**config.mk**
```make
export PLATFORM = sky130hd
export DESIGN_NAME = lbirow_msg_packer
export DESIGN_NICKNAME = d
export VERILOG_FILES = /design/src/rtl/lbirow_pkg.sv /design/src/rtl/lbirow_out_slot.sv /design/src/rtl/lbirow_msg_packer.sv
export SDC_FILE = /design/constraint.sdc
export NUM_CORES = 2
export LEC_CHECK = 0
export BUFFER_PORTS_ARGS = -buffer_cell sky130_fd_sc_hd__buf_2
export CAP_MARGIN = 5
export CORE_MARGIN = 2
export CORE_UTILIZATION = 49
export CTS_BUF_LIST = sky130_fd_sc_hd__clkbuf_4 sky130_fd_sc_hd__clkbuf_8 sky130_fd_sc_hd__clkbuf_16
export CTS_CLUSTER_DIAMETER = 30
export DETAILED_ROUTE_END_ITERATION = 6
export PLACE_DENSITY = 0.66
export RECOVER_POWER = 50
export SETUP_SLACK_MARGIN = 0.2
export SYNTH_ARGS = -nofsm -noshare
export SYNTH_HDL_FRONTEND = slang
export SYNTH_SLANG_ARGS = --single-unit
```
**constraint.sdc**
```tcl
create_clock -name clk -period 2.9 [get_ports clk]
set_input_delay 0.145 -clock clk [delete_from_list [all_inputs] [get_ports clk]]
set_output_delay 0.145 -clock clk [all_outputs]
set_load 0.05 [all_outputs]
```
**src/rtl/lbirow_pkg.sv**
```systemverilog
// Shared sizes and state encoding for the Lbirow message packer.
package lbirow_pkg;

  localparam int INPUTSIZE  = 840;
  localparam int CHUNK_W    = 16;
  localparam int NUM_CHUNKS = (INPUTSIZE + CHUNK_W - 1) / CHUNK_W;
  localparam int PAD_BITS   = NUM_CHUNKS * CHUNK_W - INPUTSIZE;
  // Number of meaningful bits carried by the final chunk of a message.
  localparam int LAST_W     = CHUNK_W - PAD_BITS;
  localparam int CNT_W      = 6;

  typedef enum logic {
    FILL  = 1'b0,
    STALL = 1'b1
  } state_t;

endpackage

```
**src/rtl/lbirow_out_slot.sv**
```systemverilog
// Output holding register: keeps the message stable until the consumer takes it.
module lbirow_out_slot
  import lbirow_pkg::*;
(
  input  logic                 clk,
  input  logic                 reset_n,
  input  logic                 i_load,
  input  logic [INPUTSIZE-1:0] i_data,
  input  logic                 i_rdy,
  output logic                 o_vld,
  output logic [INPUTSIZE-1:0] o_data,
  output logic                 o_free
);

  logic                 r_vld;
  logic [INPUTSIZE-1:0] r_data;

  // The slot can take a new message when empty or when it drains this cycle.
  assign o_free = !r_vld || i_rdy;
  assign o_vld  = r_vld;
  assign o_data = r_data;

  // Load wins over accept so a back-to-back transfer keeps vld high with new data.
  always_ff @(posedge clk or negedge reset_n) begin
    if (!reset_n) begin
      r_vld  <= 1'b0;
      r_data <= '0;
    end else if (i_load) begin
      r_vld  <= 1'b1;
      r_data <= i_data;
    end else if (r_vld && i_rdy) begin
      r_vld  <= 1'b0;
    end
  end

endmodule

```
**src/rtl/lbirow_msg_packer.sv**
```systemverilog
// Lbirow producer: assembles CHUNK_W-bit chunks into an INPUTSIZE-bit message and
// hands it to a double-buffered output slot.
// Handshakes: a transfer happens on a rising clock edge where valid and ready are both
// high; valid must not depend on ready, and data is only meaningful while valid is high.
module lbirow_msg_packer
  import lbirow_pkg::*;
(
  input  logic                 clk,
  input  logic                 reset_n,
  input  logic [CHUNK_W-1:0]   chunk_in,
  input  logic                 chunk_vld,
  input  logic                 chunk_last,
  output logic                 chunk_rdy,
  output logic [INPUTSIZE-1:0] msg_out,
  output logic                 msgout_vld,
  input  logic                 msgout_rdy,
  output logic                 len_err,
  output state_t               dbg_state
);

  state_t               r_state, w_state_next;
  logic [CNT_W-1:0]     r_cnt, w_cnt_next;
  logic [INPUTSIZE-1:0] r_buf, w_buf_next, w_asm_msg, w_load_data;
  logic                 r_alive, r_len_err, w_len_err_next;
  logic                 w_hs, w_final, w_load, w_slot_free;

  assign chunk_rdy = r_alive && (r_state == FILL);
  assign w_hs      = chunk_vld && chunk_rdy;
  assign w_final   = (r_cnt == CNT_W'(NUM_CHUNKS - 1));
  assign len_err   = r_len_err;
  assign dbg_state = r_state;

  // Assembly buffer with the incoming chunk dropped into its lane; pad bits of the final chunk are discarded.
  always_comb begin
    w_asm_msg = r_buf;
    for (int k = 0; k < NUM_CHUNKS - 1; k++) begin
      if (r_cnt == CNT_W'(k)) w_asm_msg[k*CHUNK_W +: CHUNK_W] = chunk_in;
    end
    if (w_final) w_asm_msg[INPUTSIZE-1 -: LAST_W] = chunk_in[LAST_W-1:0];
  end

  // Next-state, counter, buffer and slot-load decisions.
  always_comb begin
    w_state_next   = r_state;
    w_cnt_next     = r_cnt;
    w_buf_next     = r_buf;
    w_load         = 1'b0;
    w_load_data    = w_asm_msg;
    w_len_err_next = 1'b0;
    case (r_state)
      FILL: begin
        if (w_hs) begin
          if (w_final) begin
            w_cnt_next     = '0;
            w_len_err_next = !chunk_last;
            if (w_slot_free) begin
              w_load     = 1'b1;
              w_buf_next = '0;
            end else begin
              w_buf_next   = w_asm_msg;
              w_state_next = STALL;
            end
          end else if (chunk_last) begin
            // Early terminator: throw the partial message away.
            w_cnt_next     = '0;
            w_buf_next     = '0;
            w_len_err_next = 1'b1;
          end else begin
            w_cnt_next = r_cnt + CNT_W'(1);
            w_buf_next = w_asm_msg;
          end
        end
      end
      STALL: begin
        if (w_slot_free) begin
          w_load       = 1'b1;
          w_load_data  = r_buf;
          w_buf_next   = '0;
          w_state_next = FILL;
        end
      end
      default: w_state_next = FILL;
    endcase
  end

  // State, counter, assembly buffer and error pulse registers.
  always_ff @(posedge clk or negedge reset_n) begin
    if (!reset_n) begin
      r_state   <= FILL;
      r_cnt     <= '0;
      r_buf     <= '0;
      r_alive   <= 1'b0;
      r_len_err <= 1'b0;
    end else begin
      r_state   <= w_state_next;
      r_cnt     <= w_cnt_next;
      r_buf     <= w_buf_next;
      r_alive   <= 1'b1;
      r_len_err <= w_len_err_next;
    end
  end

  lbirow_out_slot u_out_slot (
    .clk     (clk),
    .reset_n (reset_n),
    .i_load  (w_load),
    .i_data  (w_load_data),
    .i_rdy   (msgout_rdy),
    .o_vld   (msgout_vld),
    .o_data  (msg_out),
    .o_free  (w_slot_free)
  );

endmodule

```
# Word-level counts from Yosys, hierarchy flattened
# Index checks and enable logic that the tools add are counted.
[word_totals] reg_bits=1690 in_bits=21 out_inout_bits=844 wordCells=150
[classes] n_addsub=1 eq_ne=54 mux=77 bitwise=1 reduce_logical=10
[op_table] op="$mux W840" count=7
[op_table] op="$pmux W840 S2" count=1
[op_table] op="$mux W16" count=52
[op_table] op="$eq A6 B6 Y1 const B" count=21
[op_table] op="$eq A6 B5 Y1 const B" count=16
[op_table] op="$eq A6 B4 Y1 const B" count=8
[op_table] op="$eq A6 B3 Y1 const B" count=4
[op_table] op="$eq A6 B2 Y1 const B" count=2
[op_table] op="$mux W1" count=12
[op_table] op="$mux W6" count=2
[op_table] op="$mux W8" count=1
[op_table] op="$add A6 B1 Y6 const B" count=1
[op_table] op="$eq A6 B1 Y1 const B" count=1
[op_table] op="$logic_not A6 Y1" count=1
[op_table] op="$pmux W1 S2" count=2
[op_table] op="$reduce_and A2 Y1" count=2
[op_table] op="$logic_and A1 B1 Y1" count=3
[op_table] op="$logic_not A1 Y1" count=2
[op_table] op="$ne A2 B1 Y1 const B" count=1
[op_table] op="$ne A2 B2 Y1 const B" count=1
[op_table] op="$reduce_bool A2 Y1" count=1
[op_table] op="$logic_or A1 B1 Y1" count=1
[op_table] op="$not A1 Y1" count=1

# Depth between registers and ports, before layout
[depth] depth_word=7 depth_mapped=11 mapped_depth_nobuf=6

# Cells and area by module
# Synthesis repeated with hierarchy kept, for this count alone.
[hier_totals] cells_unflattened=5227 hier_area_um2=76903.8
[modules_own_cells] module="lbirow_msg_packer" n_inst=1 cells_per_inst=3450 area_each_um2=43736.9 seq_area_each_um2=21245.4
[modules_own_cells] module="lbirow_out_slot" n_inst=1 cells_per_inst=1777 area_each_um2=33166.8 seq_area_each_um2=21045.2

# Least setup slack after synthesis
# Ideal clock, no wire load.
[synth_timing] kind="reg2reg" start="register r_state, in the netlist dbg_state" end="register r_buf[780]" setup_time_ps=121 t_arrival_ps=2474 setup_slack_ps=305 path_stages_with_launch=6 n_path_buf=1 period_less_slack_ps=2595 cell_sequence="dfrtp_1 -> nor2b_1 -> and2_0 -> o221ai_1 -> clkbuf_1 -> a22o_1"
[synth_between] elab_chain_cells=5 elab_cells_between_ends=7
[synth_lines] item="start, declared" line_no="lbirow_msg_packer.sv:21" rtl="state_t r_state, w_state_next;"
[synth_lines] item="start signal, assigned" line_no="lbirow_msg_packer.sv:95" rtl="r_state <= w_state_next;"
[synth_lines] item="$not A1 Y1 (no line)"
[synth_lines] item="$logic_and A1 B1 Y1" line_no="lbirow_msg_packer.sv:27" rtl="assign chunk_rdy = r_alive && (r_state == FILL);"
[synth_lines] item="net chunk_rdy" line_no="lbirow_msg_packer.sv:13" rtl="output logic chunk_rdy,"
[synth_lines] item="$logic_and A1 B1 Y1" line_no="lbirow_msg_packer.sv:28" rtl="assign w_hs = chunk_vld && chunk_rdy;"
[synth_lines] item="$ne A2 B2 Y1 (no line)"
[synth_lines] item="$reduce_and A2 Y1 (no line)"
[synth_lines] item="end signal, assigned" line_no="lbirow_msg_packer.sv:97" rtl="r_buf <= w_buf_next;"
[synth_lines] item="end, declared" line_no="lbirow_msg_packer.sv:23" rtl="logic [INPUTSIZE-1:0] r_buf, w_buf_next, w_asm_msg, w_load_data;"
# The timed path passes the listed nets, and every way through them passes these cells.
# A chain may end at the register's enable or synchronous reset.

# Final worst setup path
[layout_timing] start="register r_cnt[2]" end="register u_out_slot.r_data[684], in the netlist u_out_slot.o_data[684]"
[layout_between] elab_chain_cells=4 elab_cells_between_ends=8
[layout_lines] item="start, declared" line_no="lbirow_msg_packer.sv:22" rtl="logic [CNT_W-1:0] r_cnt, w_cnt_next;"
[layout_lines] item="start signal, assigned" line_no="lbirow_msg_packer.sv:96" rtl="r_cnt <= w_cnt_next;"
[layout_lines] item="$eq A6 B6 Y1 (on tied branches)" line_no="lbirow_msg_packer.sv:29, lbirow_msg_packer.sv:37"
[layout_lines] item="$mux W1 / $mux W16 (equally long branches)" line_no="lbirow_msg_packer.sv:53, lbirow_msg_packer.sv:37"
[layout_lines] item="$mux W1 / $mux W840 (equally long branches)" line_no="lbirow_msg_packer.sv:52, lbirow_msg_packer.sv:75"
[layout_lines] item="$pmux W1 S2 / $mux W840 (equally long branches)" line_no="lbirow_msg_packer.sv:50" rtl="case (r_state)"
[layout_lines] item="end signal, assigned" line_no="lbirow_out_slot.sv:30" rtl="r_data <= i_data;"
[layout_lines] item="end, declared" line_no="lbirow_out_slot.sv:16" rtl="logic [INPUTSIZE-1:0] r_data;"
# Parallel ways exist; a longest one is shown, timed or not.

==> results.cfg <==
[outcome]
status = complete, but fails checks
violations = max-capacitance violations, max-slew violations

[sta]
period_share_pct = 91.8
period_minus_slack_ns = 2.66
clock.fmax_mhz = 376
tightest_slew_ns = 2.12
max-slew-margin-rel_pct = -41.4
hold_viol = 0
final-setup-viol-count = 0
whs_ns = 0.126
finClkSkew_ns = 0.0878
tns_ns = 0
fin_ws_ns = 0.238
slew_violations = 31
rsz0062_at_grt = no

[placement]
dp_cells = 7856
dpl.hpwl_um = 168000
post-place-ws_ns = 0.0845
port-buffer-count = 864
placed_area_um2 = 82000
gp_congestion = 0.863

[cts]
root_buffer = clkbuf_16
cts.sinks = 1690
cts_tree = done
cts_inserted_buffers = 361
clk_latency_ns = 0.96
htreeDepth = 5
path_clk_slew_ns = 0.05
cts_buffer_depth = 4

[synthesis]
synth-simple-area-share_pct = 1.12
synthTopCellsByCount = dfrtp_1, a22o_1, a2bb2oi_1
async_flop_share_pct = 100
syn_area_per_cell_um2 = 14.0
synth_top_area_cell = dfrtp_1
yosysWarnings = 0
synth-main-ff-cell = dfrtp_1
synth_xor_area_share_pct = 0.0119
synthAdderAreaFrac_pct = 0.0682
syn-num-nets = 5253
synthMuxAreaShare_pct = 15.0
synth_compound_area_share_pct = 21.7
synth_seq_cells = 1690
syn_area_um2 = 73400
synth_top_family_by_area = compound AO/OA/AOI/OAI gates
syn-instance-count = 5228
yosysMostFrequentCell = dfrtp_1
yosysSeqAreaShare_pct = 57.6
synth_area_leaders = dfrtp_1, a22o_1, mux2_4, a2bb2oi_1, mux2_2
synth_top_area_share_pct = 57.6
yosys.cell_types.count = 60
synth_edf_count = 0

[hold_path]
worstHoldPathCells = 5
whs_endpoint = u_out_slot.o_data[76]
worstHoldStart = chunk_in[12]
worstHoldPathType = input port to flop

[critical_path]
cp.required_ns = 3.77
r2r_cells = 6
critPathKind = flop to flop
r2r_setup_slack_ns = 0.24
critPathCaptureType = flop
path_max_fanout = 13
cp.arrival_ns = 3.53
cp_cell_sequence = buf_4 -> or3b_1 -> nor2_2 -> buf_12 -> a2bb2oi_1 -> mux2_4
worstReg2RegStart = r_cnt[2]
crit_path_top_delay_cell = or3b_1
slowest_delay_ns = 0.72
timing.rr.end = u_out_slot.o_data[684]
worstSetupStartpointType = flop

[power]
power.density_nw_per_um2 = 738
power_leakage_nw = 45.6
p_total_mw = 69.7
vdd_drop_max_mv = 0.517

[floorplan]
ioPinCount = 865
core_um2 = 149000
initial_core_util_pct = 49.2
die_w_um = 391
rows = 142
dieArea_um2 = 153000
die_y_um = 391

[drt]
drt-pass1-iter-count = 6
drc_errors = 0
drtIter0Drc = 6321
via_per_inst = 6.43
dr_total_vias = 54939
postRouteWirelength_um = 273000
ant_nets = 0
wl_per_cell_um = 31.9

[flow_run]
cap_violations = 1

[global_route]
overflow = 0
grt_use_total_pct = 34.7
antenna_found_initial = 7
grt_pass1_wl_um = 388000
grt_pass1_vias = 54899
grt_max_degree = 128

[layout]
stdcell_count = 8540
nNetsFinal = 6340
final_area_um2 = 94500
area_growth_pct = 28.6
utilization_pct = 63.3
drive_above_1_share_pct = 35.0
cell type report:
type                            instances  area (um2)
Fill cell                           11061       54800
Clock buffer                          455       10100
Clock inverter                        185        2620
Antenna cell                            4        10.0
Inverter                              102         383
Tap cell                             1944        2430
Multi-Input combinational cell       2861       28300
Sequential cell                      1690       42300
Timing Repair Buffer                 1299        8360
cells by family after synthesis:
family / after synthesis
AOI/OAI and AO/OA: 1858
xor gates and xnor gates: 1
adders and majority gates: 4
buffers and inverters: 677
DFF: 1690
muxes: 840
other: 1
and+or+nand+nor: 157
critical path: cells and delay by family, from the launching register on:
kind	cells	cell delay (ns)
buffers and inverters	2	0.44
muxes	1	0.21
AOI/OAI and AO/OA	1	0.31
and+or+nand+nor	2	1.19
DFF	1	0.48
how the worst max path moves through the flow:
stage / from / end / slack, ns / cells after the start
detailed placement: r_cnt[1] / r_buf[131] / 0.08 / 8
finish: r_cnt[2] / u_out_slot.o_data[684] / 0.24 / 6
global route: reset_n / u_out_slot.o_data[323] / 0.15 / 4
floorplan: dbg_state / r_buf[780] / 0.31 / 5
CTS: r_cnt[1] / r_buf[156] / 0.17 / 8
global placement: r_cnt[1] / r_buf[133] / 0.05 / 8
layout by cell type, fill, tap and decap left out, drive strengths merged, types with 2 or more instances in the layout:
master / Yosys / final
or3b: 9 / 9
bufinv: 0 / 56
a21boi: 19 / 19
o211ai: 4 / 4
mux2i: 103 / 103
a211o: 4 / 4
mux2: 737 / 737
diode: 0 / 4
nor4: 2 / 2
and2: 4 / 4
nor3: 3 / 3
a211oi: 7 / 7
o21bai: 47 / 47
a21oi: 34 / 34
a2bb2oi: 736 / 736
ha: 4 / 4
clkinv: 0 / 68
nand2: 7 / 7
a22oi: 52 / 52
clkinvlp: 0 / 37
buf: 298 / 810
or3: 2 / 2
inv: 102 / 126
nor3b: 2 / 2
dlygate4sd3: 0 / 23
dfrtp: 1690 / 1690
nand3b: 11 / 11
nor2: 97 / 97
nand2b: 9 / 9
and3: 2 / 2
nor2b: 3 / 3
o21ai: 5 / 5
a22o: 840 / 840
a21o: 6 / 6
o22ai: 97 / 97
clkbuf: 277 / 921
report_power, final:
group	total, mW	internal (mW)	switching [mW]
registers	23.9	23.8	0.0904
logic	2.93	0.759	2.17
clock network	42.9	29.5	13.4
routing by layer:
layer	track usage, %	part of all wire, %
met1	47.8	41
met2	51.0	45
met3	9.28	9.9
met4	16.4	4.7
met5	0	0.0099
state kept, by name, summed over array words and instances, names as in the netlist:
register and count:
r_buf 840, u_out_slot.o_data 840, r_cnt 6, dbg_state 1, len_err 1, r_alive 1, u_out_slot.o_vld 1
repair_timing:
item                                   in CTS  in global routing
resized for setup                           5                 10
buffers inserted                            3                  6
gates cloned                                0                  7
setup endpoints to repair                 116                179
endpoints found under the hold margin    1879                  0
pin swaps                                   1                  3
hold buffers                               24                  0
(Power assumes the default switching activity.)
